<file path="src/rtl/alu_arbiter.sv">
// rtl/alu_arbiter.sv - round-robin arbiter sharing one registered 16-bit ALU between requesters A and B
// Optional grant statistics: define ALU_ARB_STATS_EN to add GrantCntA/GrantCntB saturating counters.
module alu_arbiter #(
  parameter int WIDTH = 16,
  parameter int OPW   = 3
`ifdef ALU_ARB_STATS_EN
  ,
  parameter int CNTW  = 16
`endif
) (
  input  logic             CLK,
  input  logic             RESETn,
  input  logic             ReqValidA,
  input  logic [OPW-1:0]   ReqOpA,
  input  logic [WIDTH-1:0] ReqAA,
  input  logic [WIDTH-1:0] ReqBA,
  output logic             ReqReadyA,
  input  logic             ReqValidB,
  input  logic [OPW-1:0]   ReqOpB,
  input  logic [WIDTH-1:0] ReqAB,
  input  logic [WIDTH-1:0] ReqBB,
  output logic             ReqReadyB,
  output logic [WIDTH-1:0] AluFirst,
  output logic [WIDTH-1:0] AluSecond,
  output logic [OPW-1:0]   AluOp,
  input  logic [WIDTH-1:0] AluResult,
  output logic             RespValid,
  output logic             RespId,
  output logic [WIDTH-1:0] RespData,
  input  logic             RespReady
`ifdef ALU_ARB_STATS_EN
  ,
  output logic [CNTW-1:0]  GrantCntA,
  output logic [CNTW-1:0]  GrantCntB
`endif
);

  typedef enum logic [1:0] {
    IDLE = 2'd0,
    EXEC = 2'd1,
    CAPT = 2'd2,
    RESP = 2'd3
  } state_e;

  state_e           state_q, state_d;
  logic [WIDTH-1:0] first_q, first_d;
  logic [WIDTH-1:0] second_q, second_d;
  logic [WIDTH-1:0] data_q, data_d;
  logic [OPW-1:0]   op_q, op_d;
  logic             id_q, id_d;
  logic             last_q, last_d;
  logic             grant_a, grant_b;

  // Pick at most one winner while idle and walk the fixed four-step sequence per op
  always_comb begin
    state_d = state_q;
    grant_a = 1'b0;
    grant_b = 1'b0;
    case (state_q)
      IDLE: begin
        if (ReqValidA && ReqValidB) begin
          // last_q = 1 means B was served last, so A wins the tie
          grant_a = last_q;
          grant_b = ~last_q;
        end else begin
          grant_a = ReqValidA;
          grant_b = ReqValidB;
        end
        if (grant_a || grant_b) begin
          state_d = EXEC;
        end
      end
      EXEC:    state_d = CAPT;
      CAPT:    state_d = RESP;
      RESP:    if (RespReady) state_d = IDLE;
      default: state_d = IDLE;
    endcase
  end

  // Latch the winner's op on the accept edge; capture the ALU result one cycle after EXEC
  always_comb begin
    first_d  = first_q;
    second_d = second_q;
    op_d     = op_q;
    id_d     = id_q;
    last_d   = last_q;
    data_d   = data_q;
    if (grant_a) begin
      first_d  = ReqAA;
      second_d = ReqBA;
      op_d     = ReqOpA;
      id_d     = 1'b0;
      last_d   = 1'b0;
    end else if (grant_b) begin
      first_d  = ReqAB;
      second_d = ReqBB;
      op_d     = ReqOpB;
      id_d     = 1'b1;
      last_d   = 1'b1;
    end
    if (state_q == CAPT) begin
      data_d = AluResult;
    end
  end

  // State and datapath registers; reset drops any op in flight
  always_ff @(posedge CLK or negedge RESETn) begin
    if (!RESETn) begin
      state_q  <= IDLE;
      first_q  <= '0;
      second_q <= '0;
      op_q     <= '0;
      id_q     <= 1'b0;
      last_q   <= 1'b1;
      data_q   <= '0;
    end else begin
      state_q  <= state_d;
      first_q  <= first_d;
      second_q <= second_d;
      op_q     <= op_d;
      id_q     <= id_d;
      last_q   <= last_d;
      data_q   <= data_d;
    end
  end

  // Ready is forced low while reset is held so a waiting requester never sees a stray accept
  assign ReqReadyA = grant_a & RESETn;
  assign ReqReadyB = grant_b & RESETn;

  // The ALU sees "clear" outside EXEC; operands stay put to avoid needless toggling
  assign AluFirst  = first_q;
  assign AluSecond = second_q;
  assign AluOp     = (state_q == EXEC) ? op_q : '0;

  assign RespValid = (state_q == RESP);
  assign RespId    = id_q;
  assign RespData  = data_q;

`ifdef ALU_ARB_STATS_EN
  logic [CNTW-1:0] cnt_a_q, cnt_a_d;
  logic [CNTW-1:0] cnt_b_q, cnt_b_d;

  // Saturating per-requester grant counters
  always_comb begin
    cnt_a_d = cnt_a_q;
    cnt_b_d = cnt_b_q;
    if (grant_a && (cnt_a_q != {CNTW{1'b1}})) begin
      cnt_a_d = cnt_a_q + CNTW'(1);
    end
    if (grant_b && (cnt_b_q != {CNTW{1'b1}})) begin
      cnt_b_d = cnt_b_q + CNTW'(1);
    end
  end

  // Counter registers
  always_ff @(posedge CLK or negedge RESETn) begin
    if (!RESETn) begin
      cnt_a_q <= '0;
      cnt_b_q <= '0;
    end else begin
      cnt_a_q <= cnt_a_d;
      cnt_b_q <= cnt_b_d;
    end
  end

  assign GrantCntA = cnt_a_q;
  assign GrantCntB = cnt_b_q;
`endif

endmodule
</file>
<file path="config.mk">
export PLATFORM = sky130hd
export DESIGN_NAME = alu_arbiter
export DESIGN_NICKNAME = d
export VERILOG_FILES = /design/src/rtl/alu_arbiter.sv
export SDC_FILE = /design/constraint.sdc
export NUM_CORES = 1
export LEC_CHECK = 0
export BUFFER_PORTS_ARGS = -buffer_cell sky130_fd_sc_hd__buf_2
export CAP_MARGIN = 0
export CORE_MARGIN = 3
export CORE_UTILIZATION = 44
export DETAILED_ROUTE_END_ITERATION = 16
export HOLD_SLACK_MARGIN = 0.1
export PLACE_DENSITY = 0.82
export RECOVER_POWER = 25
export SYNTH_ARGS = -nofsm -noshare
export SYNTH_HDL_FRONTEND = slang
export SYNTH_SLANG_ARGS = --single-unit
</file>
<file path="constraint.sdc">
create_clock -name CLK -period 1.6 [get_ports CLK]
set_input_delay 0 -clock CLK [delete_from_list [all_inputs] [get_ports CLK]]
set_output_delay 0 -clock CLK [all_outputs]
set_load 0.02 [all_outputs]
</file>
== Yosys cells after proc, flatten, opt, wreduce, memory -nomap -nowiden ==
Cells that the tools add are included.

* Equality and inequality tests: 5
* Muxes and demuxes: 18
* Bitwise operators: 3
* Reductions and logical operators: 5

{| class="wikitable"
|+ Operators with widths
! kind !! number
|-
| 16-bit 2-to-1 mux || 4
|-
| 3-bit 2-to-1 mux || 3
|-
| 1-bit 2-to-1 mux || 8
|-
| 2-bit one-hot mux with 4 select lines || 1
|-
| 2-bit == test, second input constant || 2
|-
| 2-bit 2-to-1 mux || 2
|-
| 1-bit bitwise AND || 2
|-
| 2-bit by 1-bit == test with 1-bit output, second input constant || 1
|-
| 2-bit logical NOT || 1
|-
| 2-bit by 1-bit inequality test with 1-bit output, second input constant || 1
|-
| 2-bit inequality test, second input constant || 1
|-
| 2-bit AND reduction || 1
|-
| 2-bit nonzero test || 1
|-
| 1-bit logical AND || 1
|-
| 1-bit logical OR || 1
|-
| 1-bit inverter || 1
|}

* Register bits after elaboration: 55
* Bits of input ports: 91
* Output and inout port bits: 55
* Word-level logic and storage cells: 38

== Depth between registers and ports, before layout ==
Gate-level depths: netlist of run 1.

* Depth after elaboration: 6
* Mapped depth: 8
* Gate-level depth less buffers: 5

== Worst setup path before layout of run 1 ==
Ideal clock, no wire load.

* Path type: reg2reg
* Start: register state_q[0]
* End: register state_q[1]
* Setup time: 0.125 ns
* Arrival: 1.342 ns
* Data required time: 1.475 ns
* Slack: 0.133 ns
* Cell stages (with the launch flop): 5
* Buffers on the path: 0
* Clock period less this slack: 1.467 ns
* Cells stage by stage: dfrtp_1 -> ha_1 -> nor2b_1 -> a21oi_1 -> mux2_2

* Word-level cells in the longest chain between the ends: 3
* Elaborated cells between the ends (all ways): 8
* Classes of those cells: 5 x eq/ne; 1 x mux; 2 x reduce/logical

{| class="wikitable"
|+ RTL lines
! element !! line !! text
|-
| from (decl) || 45 || <nowiki>state_e state_q, state_d;</nowiki>
|-
| from (signal assigned) || 117 || <nowiki>state_q <= state_d;</nowiki>
|-
| 2-bit == test * || - ||
|-
| named net RespValid || 27 || <nowiki>output logic RespValid,</nowiki>
|-
| 2-bit by 1-bit inequality test with 1-bit output (no line) || - ||
|-
| 2-bit AND reduction (no line) || - ||
|}

Mark *: on every way through the listed nets, which the timed path passes. The rest lies on a longest branch.
A chain may end at the register's enable or synchronous reset.

== Final worst setup path of run 1 ==
* Start: register state_q[0]
* End: output ReqReadyA

* Word-level cells in the longest chain between the ends: 3

{| class="wikitable"
|+ RTL lines
! element !! line !! text
|-
| 2-bit logical NOT || 59 || <nowiki>case (state_q)</nowiki>
|-
| 1-bit 2-to-1 mux || 59 ||
|-
| 1-bit bitwise AND || 128 || <nowiki>assign ReqReadyA = grant_a & RESETn;</nowiki>
|-
| to (decl) || 17 || <nowiki>output logic ReqReadyA,</nowiki>
|}

No other way between the ends.

==> impl_metrics.xml, run 1 <==
<?xml version="1.0" encoding="UTF-8"?>
<metrics>
  <group name="status">
    <metric name="status" unit="">finished clean</metric>
  </group>
  <group name="route">
    <metric name="route.detailed.wl_per_inst" unit="um">16.51</metric>
    <metric name="initialDrtViolationCount" unit="">218</metric>
    <metric name="drc" unit="">0</metric>
    <metric name="vias" unit="">3004</metric>
    <metric name="drtPass1Iterations" unit="">5</metric>
    <metric name="routed_wirelength" unit="mm">9.411</metric>
    <metric name="ant_nets" unit="">0</metric>
    <metric name="via_per_inst" unit="">5.270</metric>
  </group>
  <group name="global_routing">
    <metric name="global_route.usage.met3" unit="%">5.035</metric>
    <metric name="first_pass_grt_wire_length" unit="mm">15.19</metric>
    <metric name="antenna_found_initial" unit="">0</metric>
    <metric name="grt_start_max_net_pins" unit="">43</metric>
    <metric name="global_route.usage.total" unit="%">26.88</metric>
    <metric name="grt_use_met1" unit="%">31.28</metric>
    <metric name="grt.met2_usage" unit="%">48.23</metric>
    <metric name="grt_busiest_layer" unit="">met2</metric>
    <metric name="globalRouteOverflowTotal" unit="">0</metric>
    <metric name="grt_pass1_vias" unit="">3063</metric>
  </group>
  <group name="die">
    <metric name="fp.dieArea" unit="sq um">6984</metric>
    <metric name="floorplan.die.width" unit="um">83.57</metric>
    <metric name="core" unit="sq um">5675</metric>
    <metric name="die_height" unit="um">83.57</metric>
    <metric name="design.portCount" unit="">146</metric>
    <metric name="initial_core_util" unit="%">46.65</metric>
    <metric name="fp-row-count" unit="">27</metric>
  </group>
  <group name="sta">
    <metric name="final.setup.worst_slack" unit="ns">0.03728</metric>
    <metric name="period_needed" unit="ns">1.563</metric>
    <metric name="finalCritPeriodShare" unit="%">97.67</metric>
    <metric name="setup_violations" unit="">0</metric>
    <metric name="max-slew-margin-rel" unit="%">53.89</metric>
    <metric name="timing.final.max_slew_violations" unit="">0</metric>
    <metric name="timing.clock.skew" unit="ns">0.008166</metric>
    <metric name="hold_viol_final" unit="">0</metric>
    <metric name="maxClockFrequency" unit="GHz">0.6399</metric>
    <metric name="hold-worst-slack" unit="ns">0.1301</metric>
    <metric name="rsz0062_at_grt" unit="">true</metric>
    <metric name="max_slew.worst_pin.slew" unit="ns">0.6917</metric>
  </group>
  <group name="synthesis">
    <metric name="synth-warning-count" unit="">0</metric>
    <metric name="syn_avg_cell_area" unit="sq um">10.07</metric>
    <metric name="yosys.cell_types.count" unit="">27</metric>
    <metric name="synth_top_flop_cell" unit="">dfrtp_1</metric>
    <metric name="post_synthesis_instance_total" unit="">263</metric>
    <metric name="yosys.area.top_type_share" unit="%">51.04</metric>
    <metric name="netlist_area" unit="sq um">2648</metric>
    <metric name="synth.area.top_cells" unit="">dfrtp_1 (51%), a31oi_1 (8.5%), mux2_2 (7.2%)</metric>
    <metric name="sequential_element_share_of_the_synthesized_area" unit="%">52.03</metric>
    <metric name="synth.ff_latch_count" unit="">55</metric>
    <metric name="synthesis.nets" unit="">358</metric>
    <metric name="asyncSetResetFlopFracSynth" unit="%">100.0</metric>
    <metric name="synth_edf_count" unit="">0</metric>
    <metric name="netlist.top_cell.by_area" unit="">dfrtp_1</metric>
  </group>
  <group name="setup_path">
    <metric name="worstSetupStartpointType" unit="">flip-flop</metric>
    <metric name="r2r_start" unit="">state_q[0]$_DFFE_PN0P_</metric>
    <metric name="cp_slowest_cell" unit="">dfrtp_1</metric>
    <metric name="cp_data_arrival_time" unit="ns">1.56</metric>
    <metric name="path_cells" unit="">inv_2, ha_4, and2_4, buf_12, and3_4, buf_6</metric>
    <metric name="critPathTopFamily" unit="">flip-flops</metric>
    <metric name="cp.required" unit="ns">1.60</metric>
    <metric name="setup.worst_path.end" unit="">ReqReadyA</metric>
    <metric name="rr_endpoint" unit="">state_q[1]$_DFFE_PN0P_</metric>
    <metric name="cp_num_cells" unit="">6</metric>
    <metric name="end_kind" unit="">output port</metric>
    <metric name="worst-r2r-setup-slack" unit="ns">0.07</metric>
    <metric name="crit_path_start" unit="">state_q[0]$_DFFE_PN0P_</metric>
    <metric name="worst-path-buf-inv" unit="">3</metric>
    <metric name="critical_path_peak_fanout" unit="">13</metric>
    <metric name="crit_path_max_incr_delay" unit="ns">0.41</metric>
    <metric name="criticalPathCategory" unit="">reg -&gt; out</metric>
    <metric name="timing.reg2reg.worst_path_depth" unit="">5</metric>
  </group>
  <group name="power">
    <metric name="power.ir.vdd_worst" unit="mV">1.061</metric>
    <metric name="p_leak" unit="nW">2.036</metric>
    <metric name="power-per-cell-area" unit="nW/um^2">1679</metric>
  </group>
  <group name="clocking">
    <metric name="cts_sink_cnt" unit="">55</metric>
    <metric name="numCtsBuffers" unit="">5</metric>
    <metric name="worst_skew_pair.late_latency" unit="ns">0.30</metric>
    <metric name="h-tree-depth" unit="">2</metric>
    <metric name="cts.path.max_buffers" unit="">2</metric>
    <metric name="tritoncts" unit="">built</metric>
    <metric name="clock_root_buffer" unit="">clkbuf_8</metric>
    <metric name="clk_pin_slew" unit="ns">0.10</metric>
  </group>
  <group name="place">
    <metric name="placed_area" unit="sq um">3426</metric>
    <metric name="gp_congestion" unit="">0.7669</metric>
    <metric name="placement.setup.worst_slack" unit="ns">0.01255</metric>
    <metric name="hpwl" unit="mm">5.180</metric>
    <metric name="dpl.cell_count" unit="">468</metric>
    <metric name="numPortBuffers" unit="">145</metric>
  </group>
  <group name="finish">
    <metric name="post_layout_net_count" unit="">592</metric>
    <metric name="final_layout_size_suffix_gt1_share" unit="%">39.36</metric>
    <metric name="area_growth_syn_to_layout" unit="%">68.57</metric>
    <metric name="final-instance-count-excl-fill" unit="">570</metric>
    <metric name="diodes" unit="">0</metric>
    <metric name="final_cell_area" unit="sq um">4463</metric>
  </group>
  <group name="hold_path">
    <metric name="hold_depth" unit="">4</metric>
    <metric name="holdCritPathClass" unit="">in -&gt; reg</metric>
    <metric name="hold_path_startpoint" unit="">RespReady</metric>
  </group>
  <group name="job">
    <metric name="number_of_violations_of_the_max_capacitance_limit" unit="">0</metric>
  </group>
</metrics>
where the power goes:
part / switching, W / total, W / internal [W]
logic: 0.00246 / 0.00426 / 0.00180
clock network: 0.000452 / 0.000753 / 0.000301
registers: 0.000366 / 0.00248 / 0.00211
total: 0.00328 / 0.00749 / 0.00421
cell usage after synthesis (4+ instances only):
cell type	count
a21oi_1	5
a31oi_1	36
buf_2	8
buf_4	7
dfrtp_1	54
ha_1	4
mux2_2	17
nand3_1	36
nor2_1	37
o21ai_0	29
o21ai_1	6
cell families after synthesis:
| logic type | after synthesis | synth area share, % |
|---|---|---|
| AO/OA/AOI/OAI | 77 | 16.35 |
| adder cells (fa/ha/maj) | 4 | 1.890 |
| buffers and inverters | 27 | 7.797 |
| flip-flops | 55 | 52.03 |
| multiplexers | 18 | 7.609 |
| AND/OR/NAND/NOR | 82 | 14.32 |
what timing repair did:
action                                 in CTS  in global routing
gates resized for setup                     5                  3
hold buffers                               90                  0
setup buffers                               3                  1
endpoints found under the hold margin     108                  0
setup endpoints to repair                   8                  2
pin swaps                                   0                  1
metrics by stage:
step / TNS, ns / utilization, % / power, W
after detailed placement: 0 / 60.36 / 0.006360
after global routing: -0.02031 / 78.64 / 0.007951
after CTS: 0 / 78.37 / 0.007390
after global placement: 0 / 60.36 / 0.006244
final: 0 / 78.64 / 0.007493
after floorplan: 0 / - / 0.005143
tightest hold or removal path, cell delays in order:
cell	delay, ns
buf_2	0.08
nor2b_1	0.05
a21oi_2	0.16
mux2i_1	0.11
cell type report:
type / count / area, sq um
multi-input cells: 181 / 1086
well taps: 72 / 90.09
clock buffers: 5 / 68.82
repair buffers: 252 / 1818
fillers: 366 / 1212
inverters: 2 / 7.507
clock inverters: 3 / 15.01
flip-flops and latches: 55 / 1378
worst min path at each step:
stage,endpoint,slack (ns)
final,state_q[0]$_DFFE_PN0P_,0.13
after detailed placement,AluSecond[1]$_DFFE_PN0P_,0.07
after floorplan,AluFirst[0]$_DFFE_PN0P_,-0.30
after CTS,state_q[0]$_DFFE_PN0P_,0.19
after global routing,state_q[0]$_DFFE_PN0P_,0.16
after global placement,RespId$_DFFE_PN0P_,0.07
per-layer routing:
metal  vias to the layer above  share of wire, %
met5                         -                 0
met4                         0               3.3
met3                        30               6.6
met2                       162                52
met1                      1405                38
li1                       1407                 -
registers in the layout, indices dropped and copies added, names as in the netlist:
| register | count |
|---|---|
| AluFirst | 16 |
| AluSecond | 16 |
| RespData | 16 |
| op_q | 3 |
| state_q | 2 |
| RespId | 1 |
| last_q | 1 |
cell usage in the layout (no fill, tap or decap), drive strengths merged:
cell           n
buf          160
nand3         36
mux2          17
nand2b         1
o21ai         35
mux2i          1
inv            2
and2           4
nor2          37
o21a           1
nor2b          1
and2b          1
clkbuf         7
a21oi          5
clkinv         3
dlygate4sd3   90
a31oi         36
nand2          1
dfrtp         54
ha             4
and3           1
dfstp          1
Power figures use the tool's default switching activity.
==> inputs of run 2 (changes only) <==
Settings changed: CORE_UTILIZATION 44 to 48, PLACE_DENSITY 0.82 to 0.89.
Clock period 1.6 ns to 2 ns, I/O delays scaled along.
==> run 2 against run 1 <==
  * Combinational power is 26% lower
  * Largest power group unchanged
  * Clock skew is 0.0021 ns lower
  * Sequential share of layout area is 0.85 points higher
  * Core utilization is 4.8 points higher
  * Register-to-register slack better by 0.04 ns
  * Sequential cell count stayed put
  * Global-route usage is 5.3 points higher
  * Final area is 2.7% lower
==> impl_metrics.xml, run 2 (synthesized netlist as in run 1, its figures left out) <==
<?xml version="1.0" encoding="UTF-8"?>
<metrics>
  <group name="status">
    <metric name="status" unit="">finished clean</metric>
  </group>
  <group name="hold_path">
    <metric name="hold_depth" unit="">4</metric>
    <metric name="holdCritPathClass" unit="">in -&gt; reg</metric>
    <metric name="min_to" unit="">state_q[0]$_DFFE_PN0P_</metric>
    <metric name="hold_path_startpoint" unit="">RespReady</metric>
  </group>
  <group name="clocking">
    <metric name="tritoncts" unit="">built</metric>
    <metric name="resized_gates_after_cts" unit="">0</metric>
    <metric name="h-tree-depth" unit="">2</metric>
    <metric name="clock_root_buffer" unit="">clkbuf_8</metric>
    <metric name="cts_sink_cnt" unit="">55</metric>
    <metric name="cts.path.max_buffers" unit="">2</metric>
    <metric name="numCtsBuffers" unit="">5</metric>
    <metric name="clk_pin_slew" unit="ns">0.10</metric>
    <metric name="postCtsSetupBuffers" unit="">0</metric>
    <metric name="worst_skew_pair.late_latency" unit="ns">0.31</metric>
  </group>
  <group name="die">
    <metric name="core" unit="sq um">5205</metric>
    <metric name="floorplan.die.width" unit="um">80.27</metric>
    <metric name="fp-row-count" unit="">26</metric>
    <metric name="die_height" unit="um">80.27</metric>
    <metric name="fp.dieArea" unit="sq um">6442</metric>
    <metric name="design.portCount" unit="">146</metric>
    <metric name="initial_core_util" unit="%">50.87</metric>
  </group>
  <group name="place">
    <metric name="numPortBuffers" unit="">145</metric>
    <metric name="gp_congestion" unit="">0.8204</metric>
    <metric name="dpl.cell_count" unit="">461</metric>
    <metric name="hpwl" unit="mm">5.281</metric>
  </group>
  <group name="global_routing">
    <metric name="globalRouteOverflowTotal" unit="">0</metric>
    <metric name="global_route.usage.met3" unit="%">7.399</metric>
    <metric name="global_route.usage.total" unit="%">32.14</metric>
    <metric name="grt_pass1_vias" unit="">3272</metric>
    <metric name="grt_use_met1" unit="%">32.25</metric>
    <metric name="grt_busiest_layer" unit="">met2</metric>
    <metric name="grt_start_max_net_pins" unit="">55</metric>
    <metric name="grt.met2_usage" unit="%">61.34</metric>
    <metric name="first_pass_grt_wire_length" unit="mm">15.99</metric>
    <metric name="antenna_found_initial" unit="">1</metric>
  </group>
  <group name="sta">
    <metric name="timing.clock.skew" unit="ns">0.006067</metric>
    <metric name="maxClockFrequency" unit="GHz">0.5279</metric>
    <metric name="final_layout_setup_total_negative_slack" unit="ns">0</metric>
    <metric name="timing.final.max_slew_violations" unit="">0</metric>
    <metric name="rsz0062_at_grt" unit="">false</metric>
    <metric name="setup_violations" unit="">0</metric>
    <metric name="max_slew.worst_pin.slew" unit="ns">1.236</metric>
    <metric name="hold_viol_final" unit="">0</metric>
    <metric name="period_needed" unit="ns">1.894</metric>
    <metric name="finalCritPeriodShare" unit="%">94.72</metric>
    <metric name="max-slew-margin-rel" unit="%">17.63</metric>
  </group>
  <group name="route">
    <metric name="drc" unit="">0</metric>
    <metric name="ant_nets" unit="">0</metric>
    <metric name="route.detailed.wl_per_inst" unit="um">18.59</metric>
    <metric name="via_per_inst" unit="">5.607</metric>
    <metric name="routed_wirelength" unit="mm">10.47</metric>
    <metric name="initialDrtViolationCount" unit="">264</metric>
    <metric name="vias" unit="">3157</metric>
    <metric name="drtPass1Iterations" unit="">5</metric>
  </group>
  <group name="power">
    <metric name="total_power" unit="W">0.006064</metric>
    <metric name="seqPwrFrac" unit="%">33.6</metric>
    <metric name="netSwitchingPower" unit="W">0.002719</metric>
    <metric name="p_leak" unit="nW">1.904</metric>
    <metric name="share_clk_of_total_power" unit="%">14.5</metric>
    <metric name="cellInternalPower" unit="W">0.003344</metric>
    <metric name="switching_share" unit="%">44.85</metric>
    <metric name="power-per-cell-area" unit="nW/um^2">1396</metric>
    <metric name="share_comb_of_total_power" unit="%">51.9</metric>
    <metric name="power.ir.vdd_worst" unit="mV">0.8450</metric>
  </group>
  <group name="setup_path">
    <metric name="end_kind" unit="">flip-flop</metric>
    <metric name="timing.reg2reg.worst_path_depth" unit="">5</metric>
    <metric name="cp_data_arrival_time" unit="ns">2.14</metric>
    <metric name="crit_path_max_incr_delay" unit="ns">0.61</metric>
    <metric name="worstSetupStartpointType" unit="">flip-flop</metric>
    <metric name="cp_slowest_cell" unit="">dlygate4sd3_1</metric>
    <metric name="cp.required" unit="ns">2.25</metric>
    <metric name="path_cells" unit="">inv_1, ha_1, a21oi_1, a31oi_1, dlygate4sd3_1</metric>
    <metric name="worst-path-buf-inv" unit="">2</metric>
    <metric name="r2r_start" unit="">state_q[0]$_DFFE_PN0P_</metric>
    <metric name="criticalPathCategory" unit="">reg -&gt; reg</metric>
    <metric name="critical_path_peak_fanout" unit="">10</metric>
    <metric name="critPathTopFamily" unit="">buffers and inverters</metric>
    <metric name="rr_endpoint" unit="">last_q$_DFFE_PN1P_</metric>
    <metric name="worst-r2r-setup-slack" unit="ns">0.11</metric>
  </group>
  <group name="finish">
    <metric name="final_common_cell" unit="">buf_2</metric>
    <metric name="fillers" unit="">322</metric>
    <metric name="final_layout_size_suffix_gt1_share" unit="%">29.12</metric>
    <metric name="area_growth_syn_to_layout" unit="%">64.04</metric>
    <metric name="post_layout_net_count" unit="">585</metric>
    <metric name="most_frequent_cells_in_the_layout" unit="">buf_2 (105), dlygate4sd3_1 (91), dfrtp_1 (54), clkbuf_1 (40), nor2_1 (37)</metric>
    <metric name="final-instance-count-excl-fill" unit="">563</metric>
  </group>
  <group name="job">
    <metric name="number_of_violations_of_the_max_capacitance_limit" unit="">0</metric>
  </group>
</metrics>
## run 2: worst min-delay path: stages
cell	delay (ns)
buf_2	0.10
nor2b_1	0.11
a21oi_1	0.08
mux2i_1	0.12
## run 2: area by class of cell
type	instances	area, sq um	area share, %
clock buffer	5	68.82	1.585
timing repair buffer	244	1657	38.14
tap	70	87.58	2.017
antenna	2	5.005	0.1152
clock inverter	3	67.56	1.556
multi-input combinational	182	1072	24.69
inverter	2	7.507	0.1729
sequential	55	1378	31.72
## run 2: worst max-delay path by stage
stage | startpoint | endpoint | slack (ns) | cells after the start
final | state_q[0]$_DFFE_PN0P_ | last_q$_DFFE_PN1P_ | 0.11 | 5
after floorplan | state_q[0]$_DFFE_PN0P_ | state_q[1]$_DFFE_PN0P_ | 0.53 | 4
after CTS | state_q[0]$_DFFE_PN0P_ | ReqReadyA | 0.003 | 5
after global routing | state_q[0]$_DFFE_PN0P_ | last_q$_DFFE_PN1P_ | 0.01 | 5
after global placement | state_q[0]$_DFFE_PN0P_ | AluFirst[12]$_DFFE_PN0P_ | 0.40 | 5
after detailed placement | state_q[0]$_DFFE_PN0P_ | AluSecond[9]$_DFFE_PN0P_ | 0.30 | 5
## run 2: power by group through the flow
stage          combinational (W)  sequential [W]  clock (W)
6_report                 0.00315         0.00204   0.000878
5_1_grt                  0.00336         0.00209   0.000927
4_1_cts                  0.00312         0.00199   0.000886
3_5_place_dp             0.00297         0.00201          0
3_3_place_gp             0.00288         0.00197          0
2_1_floorplan            0.00151         0.00260          0
## run 2: metal layers
layer,vias up,part of all wire [%],wire [um]
met3,56,6.6,687
met4,0,4.8,502
li1,1395,-,-
met5,-,0,0
met2,202,54,5640
met1,1504,35,3636
## run 2: metrics by stage
| stage | hold slack (ns) | setup WS (ns) | area [sq um] | util, % |
|---|---|---|---|---|
| after floorplan | -0.2956 | 0.5334 | 2648 | - |
| after global placement | -0.1238 | 0.3956 | 3336 | 64.09 |
| after detailed placement | -0.1229 | 0.2977 | 3336 | 64.09 |
| after CTS | 0.1260 | 0.002625 | 4383 | 84.21 |
| after global routing | 0.1516 | 0.01020 | 4340 | 83.39 |
| final | 0.1402 | 0.1057 | 4343 | 83.44 |
## run 2: timing repair
item / 4_1_cts / 5_1_grt
hold buffers: 91 / 0
cloned: 0 / 1
pin swaps: 1 / 1
endpoints found under the hold margin: 107 / 0
setup endpoints to repair: 1 / 1
